[src/rtl/adcrecv_pkg.sv]
// Shared definitions for the ADC receive engine: frame geometry, FSM states
// and a helper that maps a bit index onto a sample field.
package adcrecv_pkg;

  localparam int ADC_FRAME_BITS = 34;
  localparam int ADC_SAMPLE_W   = 14;
  localparam int ADC_CH0_FIRST  = 2;
  localparam int ADC_CH1_FIRST  = 18;

  // Bit counter covers indices 0..33.
  localparam int BIT_W = 6;

  localparam logic [BIT_W-1:0] LAST_BIT = BIT_W'(ADC_FRAME_BITS - 1);
  localparam logic [BIT_W-1:0] CH0_LO   = BIT_W'(ADC_CH0_FIRST);
  localparam logic [BIT_W-1:0] CH1_LO   = BIT_W'(ADC_CH1_FIRST);

  typedef enum logic [1:0] {
    ST_IDLE,
    ST_CONV,
    ST_SHIFT,
    ST_DONE
  } state_e;

  // True when bit index idx falls inside the sample field starting at lo.
  function automatic logic in_field(input logic [BIT_W-1:0] idx,
                                    input logic [BIT_W-1:0] lo);
    return (idx >= lo) && (idx < lo + BIT_W'(ADC_SAMPLE_W));
  endfunction

endpackage

[src/rtl/adcrecv_sckgen.sv]
// SPI clock generator: divides CLK50MHZ into a half-period tick and produces
// the free-running serial clock plus single-cycle edge strobes. Everything is
// held cleared while en is low so each frame starts from a known phase.
module adcrecv_sckgen #(
  parameter int SCK_DIV = 2
) (
  input  logic CLK50MHZ,
  input  logic RST,
  input  logic en,
  output logic sck,
  output logic rise_stb,
  output logic fall_stb,
  output logic period_end_stb
);

  localparam logic [7:0] DIV_LAST = 8'(SCK_DIV - 1);

  logic [7:0] cnt_q, cnt_d;
  logic       sck_q, sck_d;
  logic       half_end;

  // Divider count and clock phase for the next cycle.
  always_comb begin
    // NOTE: every variable gets a default first so no path leaves it unassigned, which would infer a latch.
    cnt_d    = cnt_q;
    sck_d    = sck_q;
    half_end = en && (cnt_q == DIV_LAST);
    if (!en) begin
      cnt_d = '0;
      sck_d = 1'b0;
    end else if (half_end) begin
      cnt_d = '0;
      sck_d = ~sck_q;
    end else begin
      cnt_d = cnt_q + 8'd1;
    end
  end

  // Divider state register with synchronous reset.
  always_ff @(posedge CLK50MHZ) begin
    // NOTE: non-blocking assignments so every flop samples pre-edge values regardless of statement order.
    if (RST) begin
      cnt_q <= '0;
      sck_q <= 1'b0;
    end else begin
      cnt_q <= cnt_d;
      sck_q <= sck_d;
    end
  end

  assign sck            = sck_q;
  assign rise_stb       = half_end & ~sck_q;
  assign fall_stb       = half_end &  sck_q;
  // A bit period ends with the high half, i.e. on the falling edge.
  assign period_end_stb = fall_stb;

endmodule

[src/rtl/adcrecv.sv]
// SPI receive engine for a dual-channel 14-bit ADC. A trigger pulses AD_CONV
// for one SCK period, then 34 SCK periods shift the frame in; both samples are
// published together with a one-cycle adcdone pulse. All outputs are flops.
module adcrecv
  import adcrecv_pkg::*;
#(
  parameter int SCK_DIV = 2
) (
  input  logic                    CLK50MHZ,
  input  logic                    RST,
  input  logic                    adctrig,
  output logic                    adcbusy,
  output logic                    adcdone,
  output logic [ADC_SAMPLE_W-1:0] ch0,
  output logic [ADC_SAMPLE_W-1:0] ch1,
  output logic                    AD_CONV,
  output logic                    SPI_SCK,
  input  logic                    SPI_MISO
);

  state_e                  state_q, state_d;
  logic [BIT_W-1:0]        bit_q, bit_d;
  logic [ADC_SAMPLE_W-1:0] sh0_q, sh0_d, sh1_q, sh1_d;
  logic [ADC_SAMPLE_W-1:0] ch0_q, ch0_d, ch1_q, ch1_d;
  logic                    busy_q, busy_d;
  logic                    done_q, done_d;
  logic                    conv_q, conv_d;
  logic                    sck_q, sck_d;

  logic gen_en, gen_sck, rise_stb, fall_stb, period_end_stb;

  // The divider runs through CONV as well: its first full period times the
  // AD_CONV pulse, and SHIFT then starts on a fresh period boundary.
  assign gen_en = (state_q == ST_CONV) || (state_q == ST_SHIFT);

  adcrecv_sckgen #(
    .SCK_DIV (SCK_DIV)
  ) u_sckgen (
    .CLK50MHZ       (CLK50MHZ),
    .RST            (RST),
    .en             (gen_en),
    .sck            (gen_sck),
    .rise_stb       (rise_stb),
    .fall_stb       (fall_stb),
    .period_end_stb (period_end_stb)
  );

  // Next state, bit counter, shadow shifting and output register inputs.
  always_comb begin
    state_d = state_q;
    bit_d   = bit_q;
    sh0_d   = sh0_q;
    sh1_d   = sh1_q;
    ch0_d   = ch0_q;
    ch1_d   = ch1_q;

    case (state_q)
      ST_IDLE: begin
        if (adctrig) state_d = ST_CONV;
      end
      ST_CONV: begin
        if (period_end_stb) state_d = ST_SHIFT;
      end
      ST_SHIFT: begin
        // MISO is sampled on the same edge that drives SPI_SCK high.
        if (rise_stb) begin
          if (in_field(bit_q, CH0_LO)) sh0_d = {sh0_q[ADC_SAMPLE_W-2:0], SPI_MISO};
          if (in_field(bit_q, CH1_LO)) sh1_d = {sh1_q[ADC_SAMPLE_W-2:0], SPI_MISO};
        end
        if (period_end_stb) begin
          if (bit_q == LAST_BIT) begin
            state_d = ST_DONE;
            bit_d   = '0;
            // Publish both samples on the edge that enters DONE so they are
            // valid in the adcdone cycle and never seen half-updated.
            ch0_d   = sh0_q;
            ch1_d   = sh1_q;
          end else begin
            bit_d = bit_q + 1'b1;
          end
        end
      end
      ST_DONE: begin
        state_d = adctrig ? ST_CONV : ST_IDLE;
      end
      default: state_d = ST_IDLE;
    endcase

    // Outputs are registered from the next state so pins change cleanly on
    // the same edge as the state transition.
    busy_d = (state_d != ST_IDLE);
    done_d = (state_d == ST_DONE);
    conv_d = (state_d == ST_CONV);
    sck_d  = (state_d == ST_SHIFT) && (rise_stb || (gen_sck && !fall_stb));
  end

  // State, counters and output registers with synchronous reset.
  always_ff @(posedge CLK50MHZ) begin
    if (RST) begin
      state_q <= ST_IDLE;
      bit_q   <= '0;
      sh0_q   <= '0;
      sh1_q   <= '0;
      ch0_q   <= '0;
      ch1_q   <= '0;
      busy_q  <= 1'b0;
      done_q  <= 1'b0;
      conv_q  <= 1'b0;
      sck_q   <= 1'b0;
    end else begin
      state_q <= state_d;
      bit_q   <= bit_d;
      sh0_q   <= sh0_d;
      sh1_q   <= sh1_d;
      ch0_q   <= ch0_d;
      ch1_q   <= ch1_d;
      busy_q  <= busy_d;
      done_q  <= done_d;
      conv_q  <= conv_d;
      sck_q   <= sck_d;
    end
  end

  assign adcbusy = busy_q;
  assign adcdone = done_q;
  assign ch0     = ch0_q;
  assign ch1     = ch1_q;
  assign AD_CONV = conv_q;
  assign SPI_SCK = sck_q;

endmodule

[config.mk]
export PLATFORM = sky130hd
export DESIGN_NAME = adcrecv
export DESIGN_NICKNAME = d
export VERILOG_FILES = /design/src/rtl/adcrecv_pkg.sv /design/src/rtl/adcrecv_sckgen.sv /design/src/rtl/adcrecv.sv
export SDC_FILE = /design/constraint.sdc
export NUM_CORES = 1
export LEC_CHECK = 0
export ABC_AREA = 1
export ABC_CLOCK_PERIOD_IN_PS = 4600
export CORE_ASPECT_RATIO = 1.75
export CORE_MARGIN = 1.5
export CORE_UTILIZATION = 53
export DETAILED_ROUTE_END_ITERATION = 10
export GPL_ROUTABILITY_DRIVEN = 0
export HOLD_SLACK_MARGIN = 0.02
export PLACE_DENSITY = 0.82
export SYNTH_ARGS = -nofsm -noshare
export SYNTH_HDL_FRONTEND = slang
export SYNTH_SLANG_ARGS = --single-unit
[constraint.sdc]
create_clock -name CLK50MHZ -period 4.6 [get_ports CLK50MHZ]
set_clock_uncertainty 0.05 [all_clocks]
set_input_delay 0.92 -clock CLK50MHZ [delete_from_list [all_inputs] [get_ports CLK50MHZ]]
set_output_delay 0.92 -clock CLK50MHZ [all_outputs]
set_load 0.01 [all_outputs]
==> parameters.txt, run 1 <==
Parameter                              Value

Critical path
  Arr. time, crit path ... roughly 2.9 ns
  List of cells traversed by the critical path ... inv_1 > ha_1 > inv_1 > nor2_1 > nand2_1 > nor2_1 > ha_1 > nand2_2 > nor2_2 > nand2_2 > inv_4 > nor2_1 > nor2_1
  Crit end category ... flip-flop
  Bufs and invs on worst path ... 3
  FF-to-FF setup slack ... between 1.5 and 2 ns
  Type of element launching the critical path ... flip-flop
  Worst EP required ... about 4.8 ns
  Largest stage delay, worst path ... roughly 0.41 ns
  Slowest cell on the critical path ... sky130_fd_sc_hd__dfxtp_1
  Most common cell on crit path ... sky130_fd_sc_hd__nor2_1
  Type of the worst setup path ... reg -> reg
  Largest fanout of any net on the critical path ... 32
  Kind of cell adding the most delay to the critical path ... simple AND/OR/NAND/NOR gates

STA
  Period utilization ... 0.5882
  Worst setup slack after layout ... between 1.5 and 2 ns
  Final worst path period need ... about 2.7 ns
  Final Slew Violations ... 0
  RSZ-0062 raised after global routing ... no
  Hold Violations, Final ... 0
  Max-Slew Margin vs Limit ... 0.5336
  Setup TNS ... 0 ns
  Fmax ... 369.6 MHz
  Transition time at the pin with the least slew margin ... about 0.70 ns
  Worst hold margin ... between 0.4 and 0.5 ns
  Final count of negative-setup-slack endpoints ... 0

Clocking
  Master cell of the clock root buffer ... sky130_fd_sc_hd__clkbuf_8
  CTS tree ... yes
  Deepest clock path buffer count ... 2
  Post-CTS setup buffers ... 0
  Hold buffer count at CTS ... 0
  Post-cts gate resize count ... 0
  CTS clock-pin slew for the worst setup and hold paths ... about 0.07 ns
  Total clock buffers created by CTS ... 9
  Sink Count ... slightly below 80
  Max H-tree Level ... 3
  Clock latency on the worst-skew pair ... between 0.3 and 0.4 ns

Place
  Placed wire-length estimate ... between 3 and 4 mm
  Worst slack after detailed placement ... around 1.9 ns
  Port bufs ... 35

Global route
  Initial antenna violation count ... 0
  Total global routing overflow ... 0
  Largest net degree at the start of global routing ... 60
  Via count of the first global-routing pass ... 2219
  First-pass GRT wire length ... 8.976 mm
  Combined global-route utilization of all metal layers ... 0.1934

Logic synthesis
  Biggest area consumer among synthesized cells ... sky130_fd_sc_hd__dfxtp_1
  Count of cell types in the netlist ... 25
  Instance count of the mapped netlist ... between 300 and 400
  Post-synth design cell area ... 3027 um2
  Synth Warn # ... 0
  Top cell type's share of synthesized area ... 0.5093
  Area contributors post-synth ... sky130_fd_sc_hd__dfxtp_1 51%, sky130_fd_sc_hd__nor2_1 17%, sky130_fd_sc_hd__o21ai_0 7.8%
  Sequential area share after synthesis ... 0.5093
  Count of state elements after synthesis ... between 70 and 80
  Synthesized area per cell ... a little under 8 um2
  Post-synthesis net count ... around 410

Flow run
  Max-cap violation count ... 0

Final layout
  Growth of design area from synthesis to finish ... 17.49%
  Fraction of final layout cells with drive strength greater than 1 ... 0.06353
  FILL cells ... 507
  Count of antenna diodes in the layout ... 0
  Fin nets ... roughly 440

Floorplanning
  Die extent in x ... 60.13 um
  Number of standard-cell rows in the floorplan ... 36
  I/O pin count ... 36
  Overall die area ... between 6000 and 7000 um2
  Vert. Die Dim ... just over 100 um
  Initial Util ... 0.5463
  Placeable Area ... 5540 um2

Run status
  Outcome ... completed

Detailed routing
  Detailed-route via count ... 2475
  Remaining antenna violation count ... 0
  Final routed DRC violation total ... 0
  Initial drt markers ... 69
  Average wire per standard cell ... 10.33 um
  Via density per instance ... ~4.9
  Final wirelength ... 5.175 mm
  Length of the first detailed-routing pass in iterations ... 4

Power and ir drop
  Leakage power summed over all cells ... roughly 1.4 nW
  Design Power ... approximately 1.4 mW
  Total power density per cell area ... between 300 and 400 nW/um2
  Largest voltage drop on the vdd net ... between 0.3 and 0.4 mV

Worst hold path
  Worst hold-check path type ... reg -> reg
-- cell usage after synthesis (all sizes together) --
cell / instances
nand4: 3
xor2: 5
ha: 11
buf: 9
clkbuf: 6
dfxtp: 77
a21oi: 3
nor2: 141
inv: 28
nor3: 5
nand3b: 1
nand2: 31
o21ai: 61
clkinv: 1
nor3b: 1
nand3: 8
-- report_power, final --
part           switching [mW]  internal [mW]  total [mW]
logic                   0.120         0.0750       0.195
registers              0.0182          0.692       0.710
clock network           0.217          0.259       0.476
-- layout make-up --
class	count	area, um2	area share
timing repair buffer	35	350.3	0.09852
clock inverter	2	35.03	0.009852
sequential	77	1541	0.4335
multi-input combinational	270	1276	0.3589
inverter	29	112.6	0.03167
tap	76	95.09	0.02674
clock buffer	12	145.1	0.04082
-- worst min-delay path, delay by kind of cell (launching register included) --
kind | cells | cell delay, ns
AND/OR/NAND/NOR | 1 | 0.06
AO/OA/AOI/OAI | 1 | 0.05
flip-flops | 1 | 0.31
-- registers in the layout, summed over array words and instances (netlist names) --
register	flops
u_sckgen.cnt_q	8
bit_q	6
state_q	2
u_sckgen.sck	1
adcbusy	1
adcdone	1
sh1_q	14
sh0_q	14
AD_CONV	1
SPI_SCK	1
ch0	14
ch1	14
-- routing by layer --
| layer | vias up | GRT usage | part of all wire |
|---|---|---|---|
| met1 | 1135 | 0.1761 | 0.40 |
| met5 | - | 0 | 0 |
| li1 | 1292 | - | - |
| met4 | 0 | 0.1162 | 0.024 |
| met2 | 35 | 0.3671 | 0.55 |
| met3 | 13 | 0.04391 | 0.029 |
-- final timing paths --
path	start	end	cells after the start
worst max register to register	state_q[0]$_SDFF_PP0_	ch0[4]$_SDFFE_PP0P_	13
worst max-delay path	state_q[0]$_SDFF_PP0_	ch0[4]$_SDFFE_PP0P_	13
worst min register to register	u_sckgen.cnt_q[7]$_SDFF_PP0_	u_sckgen.cnt_q[7]$_SDFF_PP0_	2
worst min-delay path	u_sckgen.cnt_q[7]$_SDFF_PP0_	u_sckgen.cnt_q[7]$_SDFF_PP0_	2
-- kinds of logic after synthesis --
family	Yosys count	share of synthesized area
AND/OR/NAND/NOR	190	0.2559
XOR/XNOR	5	0.01447
adder cells (fa/ha/maj)	11	0.04547
flip-flops	77	0.5093
AO/OA/AOI/OAI	64	0.1058
buffers and inverters	44	0.06903
-- through the flow --
step	area, um2	cells	utilization
floorplan	3027	391	-
global placement	3376	487	0.6093
detailed placement	3376	487	0.6093
CTS	3556	501	0.6418
global route	3556	501	0.6418
finish	3556	501	0.6418
-- layout by cell type, fill, tap and decap left out --
cell type                           n
sky130_fd_sc_hd__nor2_1           140
sky130_fd_sc_hd__clkbuf_1           2
sky130_fd_sc_hd__nor3b_2            1
sky130_fd_sc_hd__inv_1             23
sky130_fd_sc_hd__nor3_1             3
sky130_fd_sc_hd__nand3_1            8
sky130_fd_sc_hd__ha_1              11
sky130_fd_sc_hd__a21oi_1            3
sky130_fd_sc_hd__nand2_1           26
sky130_fd_sc_hd__clkbuf_8          10
sky130_fd_sc_hd__nand4_1            3
sky130_fd_sc_hd__nor2_2             1
sky130_fd_sc_hd__nand2_2            5
sky130_fd_sc_hd__nor3_2             2
sky130_fd_sc_hd__inv_4              1
sky130_fd_sc_hd__o21ai_1           14
sky130_fd_sc_hd__o21ai_0           47
sky130_fd_sc_hd__inv_2              4
sky130_fd_sc_hd__bufinv_16          1
sky130_fd_sc_hd__clkdlybuf4s50_1   35
sky130_fd_sc_hd__clkinv_2           2
sky130_fd_sc_hd__dfxtp_1           77
sky130_fd_sc_hd__nand3b_1           1
sky130_fd_sc_hd__xor2_1             5
Power figures use the tool's default switching activity.
==> run 2: changes to the inputs <==
- ABC_CLOCK_PERIOD_IN_PS: 4600 -> 2200
- CORE_UTILIZATION: 53 -> 49
- PLACE_DENSITY: 0.82 -> 0.8
- clock period: 4.6 -> 2.2 ns (I/O delays scaled with it)
==> run 2 against run 1 <==
The run now ends with setup timing left. Register-to-register slack got worse by 2.0 ns. Combinational power rose to 2.9 times the previous value. Non-clock buffer count rose by 16. Largest cell class is now multi-input gates.
==> parameters.txt, run 2 (synthesis results as in run 1) <==
Parameter                              Value

Run status
  Outcome ... finished with violations
  Failing checks ... setup timing

Detailed routing
  Detailed-route via count ... 2762 (+12%)
  Average wire per standard cell ... 14.04 um (+36%)
  Final wirelength ... 7.401 mm (+43%)
  Length of the first detailed-routing pass in iterations ... 4 (unchanged)
  Final routed DRC violation total ... 0 (unchanged)
  Via density per instance ... 5.241 (+6.1%)
  Initial drt markers ... 107 (+55%)
  Remaining antenna violation count ... 0 (unchanged)

Clocking
  CTS clock-pin slew for the worst setup and hold paths ... 0.08 ns (about the same)
  Clock latency on the worst-skew pair ... 0.35 ns (about the same)
  Deepest clock path buffer count ... 2 (unchanged)
  CTS tree ... yes
  Master cell of the clock root buffer ... sky130_fd_sc_hd__clkbuf_8
  Total clock buffers created by CTS ... 9 (unchanged)
  Sink Count ... 77 (unchanged)
  Max H-tree Level ... 3 (unchanged)
  Hold buffer count at CTS ... 0 (unchanged)

Floorplanning
  I/O pin count ... 36 (unchanged)
  Overall die area ... 6676 um2 (+7.8%)
  Placeable Area ... 5926 um2 (+7.0%)
  Initial Util ... 0.5108 (-0.03553)
  Vert. Die Dim ... 107.0 um (+3.9%)
  Number of standard-cell rows in the floorplan ... 37 (+2.8%)
  Die extent in x ... 62.41 um (+3.8%)

Global route
  Initial antenna violation count ... 0 (unchanged)
  Combined global-route utilization of all metal layers ... 0.1911 (-0.002287)
  First-pass GRT wire length ... 10.23 mm (+14%)
  Total global routing overflow ... 0 (unchanged)
  Largest net degree at the start of global routing ... 39 (-35%)
  Via count of the first global-routing pass ... 2460 (+11%)

STA
  Worst setup slack after layout ... -0.07817 ns (-1.973 ns)
  RSZ-0062 raised after global routing ... yes
  Period utilization ... 1.036 (+0.4474)
  Fmax ... 438.9 MHz (+19%)
  Setup TNS ... -0.1764 ns (-0.1764 ns)
  Worst hold margin ... 0.4322 ns (+0.01453 ns)
  Final Slew Violations ... 0 (unchanged)
  Final worst path period need ... 2.278 ns (-0.4273 ns)
  Transition time at the pin with the least slew margin ... 0.5340 ns (-0.1645 ns)
  Hold Violations, Final ... 0 (unchanged)
  Max-Slew Margin vs Limit ... 0.6416 (+0.1080)
  Final count of negative-setup-slack endpoints ... 6 (+6)

Final layout
  Most common library cell in the layout ignoring fill and taps ... sky130_fd_sc_hd__nor2_1
  Total non-filler cell area in the finished layout ... 4081 um2 (+15%)
  FF+latch area ... 1544 um2 (+0.16%)
  Fin nets ... 459 (+5.0%)
  Finished Layout Cells ... 527 (+5.2%)
  Final design utilization ... 0.6888 (+0.04694)
  FILL cells ... 459 (-9.5%)
  Count of antenna diodes in the layout ... 0 (unchanged)
  Multi-input gate area ... 1549 um2 (+21%)
  Fraction of final layout cells with drive strength greater than 1 ... 0.2160 (+0.1525)
  Growth of design area from synthesis to finish ... 34.85%
  Commonest non-fill, non-tap cells in the layout ... 124 x sky130_fd_sc_hd__nor2_1, 75 x sky130_fd_sc_hd__dfxtp_1, 35 x sky130_fd_sc_hd__clkdlybuf4s50_1

Critical path
  Reg-to-reg critical path startpoint ... state_q[1]$_SDFF_PP0_
  Number of cells on the worst reg-to-reg path ... 16 (+3)
  FF-to-FF setup slack ... -0.08 ns (-1.97 ns)
  Worst EP required ... 2.42 ns (-2.40 ns)
  Kind of cell adding the most delay to the critical path ... simple AND/OR/NAND/NOR gates
  Critical Path Stages ... 16 (+3)
  List of cells traversed by the critical path ... inv_2 > ha_4 > inv_2 > nor2_1 > nand2_1 > nor2_2 > buf_6 > ha_4 > nand2_4 > buf_6 > nor3_4 > buf_6 > nand2_8 > inv_8 > nor2_1 > nor2_1
  Largest stage delay, worst path ... 0.34 ns (-0.07 ns)
  Slowest cell on the critical path ... sky130_fd_sc_hd__dfxtp_2
  Bufs and invs on worst path ... 6 (+3)
  Critical Path Sink ... sh0_q[5]$_SDFFE_PP0P_
  Largest fanout of any net on the critical path ... 7 (-78%)
  End of the worst register-to-register path ... sh0_q[5]$_SDFFE_PP0P_
  Crit end category ... flip-flop
  Type of element launching the critical path ... flip-flop
  Arr. time, crit path ... 2.50 ns (-0.43 ns)
  Start point of the critical path ... state_q[1]$_SDFF_PP0_
  Type of the worst setup path ... reg -> reg

Power and ir drop
  Clock group share of total power ... 0.369 (+0.024)
  Internal cell power ... 2.402 mW (+130%)
  Total power density per cell area ... 798.2 nW/um2 (+110%)
  Largest voltage drop on the vdd net ... 0.6853 mV (+130%)
  Design Power ... 3.258 mW (+140%)
  Portion of total power attributed to combinational logic ... 0.176 (+0.035)
  Net switching power figure ... 0.8558 mW (+140%)
  Switch share ... 0.2627 (+0.005885)
  Seq pwr share ... 0.455 (-0.059)
  Leakage power summed over all cells ... 1.640 nW (+19%)

Place
  Post-detailed-placement cell area ... 3458 um2 (+2.4%)
  Worst slack after detailed placement ... -0.06197 ns (-1.962 ns)
  Total instance count after detailed placement ... 498 (+2.3%)
  Port bufs ... 35 (unchanged)
  Placed wire-length estimate ... 4.190 mm (+12%)

Worst hold path
  Worst hold-check path type ... reg -> reg

Flow run
  Max-cap violation count ... 0 (unchanged)
-- run 2: final cells by class --
type / instances / share of cell area
timing repair buffer: 51 / 0.1220
clock inverter: 5 / 0.02023
timing repair inverter: 2 / 0.004905
inverter: 29 / 0.03403
sequential: 77 / 0.3783
tap: 78 / 0.02391
clock buffer: 11 / 0.03709
multi-input combinational: 274 / 0.3795
-- run 2: worst register-to-register path: stages, from the launching register on --
cell                      delay, ns
sky130_fd_sc_hd__dfxtp_2       0.34
sky130_fd_sc_hd__inv_2         0.06
sky130_fd_sc_hd__ha_4          0.26
sky130_fd_sc_hd__inv_2         0.03
sky130_fd_sc_hd__nor2_1        0.07
sky130_fd_sc_hd__nand2_1       0.08
sky130_fd_sc_hd__nor2_2        0.12
sky130_fd_sc_hd__buf_6         0.12
sky130_fd_sc_hd__ha_4          0.13
sky130_fd_sc_hd__nand2_4       0.06
sky130_fd_sc_hd__buf_6         0.14
sky130_fd_sc_hd__nor3_4        0.15
sky130_fd_sc_hd__buf_6         0.18
sky130_fd_sc_hd__nand2_8       0.10
sky130_fd_sc_hd__inv_8         0.13
sky130_fd_sc_hd__nor2_1        0.06
sky130_fd_sc_hd__nor2_1        0.13
-- run 2: timing repair --
action	CTS	global route
buffers inserted	0	7
setup endpoints to repair	21	65
cloned	0	6
resized for setup	5	106
pin swaps	0	26
-- run 2: power by group through the flow --
stage / clock (mW) / sequential [mW] / combinational, mW
2_1_floorplan: 0 / 1.52 / 0.283
4_1_cts: 1.21 / 1.47 / 0.456
5_1_grt: 1.28 / 1.49 / 0.643
3_3_place_gp: 0 / 1.50 / 0.439
6_report: 1.20 / 1.48 / 0.573
3_5_place_dp: 0 / 1.51 / 0.451
-- run 2: how the worst min path moves through the flow --
stage / from / endpoint / slack [ns] / cells after the start
2_1_floorplan: u_sckgen.cnt_q[0]$_SDFF_PP0_ / u_sckgen.cnt_q[0]$_SDFF_PP0_ / 0.38 / 1
3_3_place_gp: u_sckgen.cnt_q[0]$_SDFF_PP0_ / u_sckgen.cnt_q[0]$_SDFF_PP0_ / 0.39 / 1
3_5_place_dp: u_sckgen.cnt_q[0]$_SDFF_PP0_ / u_sckgen.cnt_q[0]$_SDFF_PP0_ / 0.41 / 1
4_1_cts: u_sckgen.cnt_q[0]$_SDFF_PP0_ / u_sckgen.cnt_q[0]$_SDFF_PP0_ / 0.43 / 1
5_1_grt: ch0[3]$_SDFFE_PP0P_ / ch0[3]$_SDFFE_PP0P_ / 0.46 / 2
6_report: ch1[13]$_SDFFE_PP0P_ / ch1[13]$_SDFFE_PP0P_ / 0.43 / 2
-- run 2: per-layer routing --
metal / GRT usage / up-vias / wire (um)
li1: - / 1355 / -
met1: 0.1804 / 1307 / 2597
met2: 0.3756 / 74 / 4274
met3: 0.04722 / 26 / 251
met4: 0.08889 / 0 / 277
met5: 0 / - / 0
==> run 3: changes to the inputs <==
- CORE_UTILIZATION: 49 -> 50
- PLACE_DENSITY: 0.8 -> 0.81
- SYNTH_HIERARCHICAL: default -> 1
==> run 3 against run 2 <==
The run now ends clean. Register-to-register slack improved by 0.23 ns. Highest routed layer unchanged. Die area increased by 1.6%. Hold slack improved by 0.0015 ns. Maximum frequency is 11% higher. Sequential power fell by 5%. Via count decreased by 5.4%. First-iteration DRC count did not move. Critical endpoint is now sh1_q[10]$_SDFFE_PP0P_. Non-clock buffer count shrank 5.
==> parameters.txt, run 3 <==
Parameter                              Value

Clocking
  Master cell of the clock root buffer ... sky130_fd_sc_hd__clkbuf_8
  CTS tree ... yes
  Deepest clock path buffer count ... 2 (unchanged)
  Clock latency on the worst-skew pair ... 0.35 ns (about the same)
  Total clock buffers created by CTS ... 9 (unchanged)
  Sink Count ... 77 (unchanged)
  Max H-tree Level ... 3 (unchanged)
  CTS clock-pin slew for the worst setup and hold paths ... 0.08 ns (about the same)

Global route
  Initial antenna violation count ... 0 (unchanged)
  Total global routing overflow ... 0 (unchanged)
  Combined global-route utilization of all metal layers ... 0.1848 (-0.006272)
  Via count of the first global-routing pass ... 2440 (-0.81%)
  Largest net degree at the start of global routing ... 57 (+46%)
  First-pass GRT wire length ... 9.894 mm (-3.2%)

STA
  Period utilization ... 0.9297 (-0.1058)
  Fmax ... 488.9 MHz (+11%)
  Max-Slew Margin vs Limit ... 0.7946 (+0.1530)
  Transition time at the pin with the least slew margin ... 0.3049 ns (-0.2292 ns)
  Hold Violations, Final ... 0 (unchanged)
  Setup TNS ... 0 ns (+0.1764 ns)
  Final worst path period need ... 2.045 ns (-0.2329 ns)
  Final Slew Violations ... 0 (unchanged)
  Final count of negative-setup-slack endpoints ... 0 (-6)
  Worst setup slack after layout ... 0.1547 ns (+0.2329 ns)

Critical path
  Slowest cell on the critical path ... sky130_fd_sc_hd__dfxtp_2
  Largest fanout of any net on the critical path ... 7 (unchanged)
  Start point of the critical path ... state_q[0]$_SDFF_PP0_
  Crit end category ... flip-flop
  Most common cell on crit path ... sky130_fd_sc_hd__nand2_1
  Worst EP required ... 2.39 ns (-0.03 ns)
  Type of the worst setup path ... reg -> reg
  List of cells traversed by the critical path ... inv_1 > ha_1 > nand2_1 > inv_1 > nand2_1 > nor2_4 > inv_2 > nor2_2 > nand2_2 > nor3_2 > nand2_1 > buf_4 > o21ai_0 > nor2_1
  Kind of cell adding the most delay to the critical path ... simple AND/OR/NAND/NOR gates
  Reg-to-reg critical path startpoint ... state_q[0]$_SDFF_PP0_
  Bufs and invs on worst path ... 4 (-2)
  Largest stage delay, worst path ... 0.36 ns (+0.02 ns)
  Arr. time, crit path ... 2.24 ns (-0.26 ns)
  Type of element launching the critical path ... flip-flop

Detailed routing
  Top metal layer carrying routed signals ... met4
  Wire length on met3 ... 180 um (-28%)
  Length of the first detailed-routing pass in iterations ... 5 (+1)
  Detailed-route via count ... 2614 (-5.4%)
  Via density per instance ... 4.859 (-7.3%)
  Initial drt markers ... 107 (unchanged)
  DR WL met2 ... 3.297 mm (-23%)
  Wire length on met1 ... 2.185 mm (-16%)
  Final wirelength ... 5.820 mm (-21%)
  Final routed DRC violation total ... 0 (unchanged)
  Remaining antenna violation count ... 0 (unchanged)
  Average wire per standard cell ... 10.82 um (-23%)

Power and ir drop
  Portion of total power attributed to combinational logic ... 0.043 (-0.133)
  Total power density per cell area ... 714.4 nW/um2 (-10%)
  Clock group share of total power ... 0.442 (+0.073)
  Internal cell power ... 2.152 mW (-10%)
  Seq pwr share ... 0.515 (+0.060)
  Switch share ... 0.2122 (-0.05052)
  Leakage power summed over all cells ... 1.535 nW (-6.4%)
  Net switching power figure ... 0.5796 mW (-32%)
  Largest voltage drop on the vdd net ... 0.6631 mV (-3.2%)

Final layout
  Growth of design area from synthesis to finish ... 21.75%
  Commonest non-fill, non-tap cells in the layout ... 138 x sky130_fd_sc_hd__nor2_1, 76 x sky130_fd_sc_hd__dfxtp_1, 38 x sky130_fd_sc_hd__nand2_1
  Most common library cell in the layout ignoring fill and taps ... sky130_fd_sc_hd__nor2_1
  Count of antenna diodes in the layout ... 0 (unchanged)
  Fraction of final layout cells with drive strength greater than 1 ... 0.1092 (-0.1069)
  Fin nets ... 466 (+1.5%)

Place
  Port bufs ... 35 (unchanged)
  Worst slack after detailed placement ... 0.06837 ns (+0.1303 ns)
  Placed wire-length estimate ... 4.169 mm (-0.48%)

Logic synthesis
  Number of flops mapped to enable cells by yosys ... 0 (unchanged)
  Top cell type's share of synthesized area ... 0.4908 (-0.01846)
  Leading cell type by number of instances after synthesis ... sky130_fd_sc_hd__nor2_1
  Post-synth design cell area ... 3141 um2 (+3.8%)
  Leading register cell type out of synthesis ... sky130_fd_sc_hd__dfxtp_1
  Count of state elements after synthesis ... 77 (unchanged)
  Ys async rst share ... 0 (unchanged)
  Sequential area share after synthesis ... 0.4908 (-0.01846)
  Biggest area consumer among synthesized cells ... sky130_fd_sc_hd__dfxtp_1
  Area contributors post-synth ... sky130_fd_sc_hd__dfxtp_1 49%, sky130_fd_sc_hd__nor2_1 17%, sky130_fd_sc_hd__o21ai_0 8.1%
  Instance count of the mapped netlist ... 412 (+5.4%)
  Synthesized area per cell ... 7.623 um2 (-1.5%)
  Post-synthesis net count ... 425 (+4.7%)
  Most frequent cells after synthesis ... 139 x sky130_fd_sc_hd__nor2_1, 77 x sky130_fd_sc_hd__dfxtp_1, 51 x sky130_fd_sc_hd__o21ai_0, 39 x sky130_fd_sc_hd__nand2_1, 34 x sky130_fd_sc_hd__inv_1
  Count of cell types in the netlist ... 29 (+16%)
  Synth Warn # ... 6 (+6)

Floorplanning
  Overall die area ... 6784 um2 (+1.6%)
  Initial Util ... 0.5120 (+0.001267)
  Number of standard-cell rows in the floorplan ... 38 (+2.7%)
  Vert. Die Dim ... 107.8 um (+0.81%)
  Die extent in x ... 62.91 um (+0.80%)
  I/O pin count ... 36 (unchanged)
  Placeable Area ... 6133 um2 (+3.5%)

Run status
  Outcome ... completed

Flow run
  Max-cap violation count ... 0 (unchanged)

Worst hold path
  Min-Delay Startpoint ... sh1_q[13]$_SDFFE_PP0P_
  Worst hold-check path type ... reg -> reg
-- run 3: power groups by stage --
| stage | clock network [mW] | logic, mW | registers, mW |
|---|---|---|---|
| detailed placement | 0 | 0.116 | 1.44 |
| global placement | 0 | 0.113 | 1.44 |
| CTS | 1.24 | 0.117 | 1.41 |
| finish | 1.21 | 0.118 | 1.41 |
| global route | 1.31 | 0.132 | 1.41 |
| floorplan | 0 | 0.0787 | 1.44 |
-- run 3: what timing repair did --
item                       CTS  global route
setup buffers                0             2
resized for setup            0            21
setup endpoints to repair    0            63
hold buffers                 0             0
-- run 3: final timing paths --
| path | endpoint | slack, ns | depth (start not counted) |
|---|---|---|---|
| worst max-delay path | sh1_q[10]$_SDFFE_PP0P_ | 0.15 | 14 |
| worst min-delay path | sh1_q[13]$_SDFFE_PP0P_ | 0.43 | 2 |
| worst max register to register | sh1_q[10]$_SDFFE_PP0P_ | 0.15 | 14 |
| worst min register to register | sh1_q[13]$_SDFFE_PP0P_ | 0.43 | 2 |
-- run 3: worst reg2reg max path: stages, from the launching register on --
cell,delay [ns]
sky130_fd_sc_hd__dfxtp_2,0.36
sky130_fd_sc_hd__inv_1,0.08
sky130_fd_sc_hd__ha_1,0.29
sky130_fd_sc_hd__nand2_1,0.07
sky130_fd_sc_hd__inv_1,0.05
sky130_fd_sc_hd__nand2_1,0.08
sky130_fd_sc_hd__nor2_4,0.12
sky130_fd_sc_hd__inv_2,0.05
sky130_fd_sc_hd__nor2_2,0.11
sky130_fd_sc_hd__nand2_2,0.08
sky130_fd_sc_hd__nor3_2,0.11
sky130_fd_sc_hd__nand2_1,0.11
sky130_fd_sc_hd__buf_4,0.17
sky130_fd_sc_hd__o21ai_0,0.16
sky130_fd_sc_hd__nor2_1,0.07
-- run 3: metal layers --
| layer | up-vias | global-route usage |
|---|---|---|
| met2 | 48 | 0.3632 |
| li1 | 1364 | - |
| met4 | 0 | 0.09365 |
| met3 | 13 | 0.05126 |
| met1 | 1189 | 0.1666 |
| met5 | - | 0 |
-- run 3: per-stage QoR --
| stage | utilization | std cells | total power [mW] | cell area, um2 | hold WS (ns) |
|---|---|---|---|---|---|
| after floorplan | - | 412 | 1.520 | 3141 | 0.3947 |
| after global placement | 0.5794 | 520 | 1.552 | 3553 | 0.4099 |
| after detailed placement | 0.5794 | 520 | 1.555 | 3553 | 0.4194 |
| after CTS | 0.6175 | 536 | 2.766 | 3787 | 0.4386 |
| after global routing | 0.6234 | 538 | 2.848 | 3824 | 0.4565 |
| final | 0.6234 | 538 | 2.732 | 3824 | 0.4337 |
-- run 3: logic make-up after synthesis --
kind of cell    synth area share
fa+ha+maj                0.03586
flops                     0.4908
compound gates            0.1044
xor+xnor                 0.01394
buf+inv                  0.08486
simple gates              0.2701
-- run 3: layout make-up --
class                           count  area [um2]
Fill cell                         510        2310
Tap cell                           80       100.1
Clock inverter                      5       82.58
Inverter                           39       148.9
Timing Repair Buffer               46       445.4
Multi-Input combinational cell    280        1353
Sequential cell                    77        1543
Clock buffer                       11       151.4
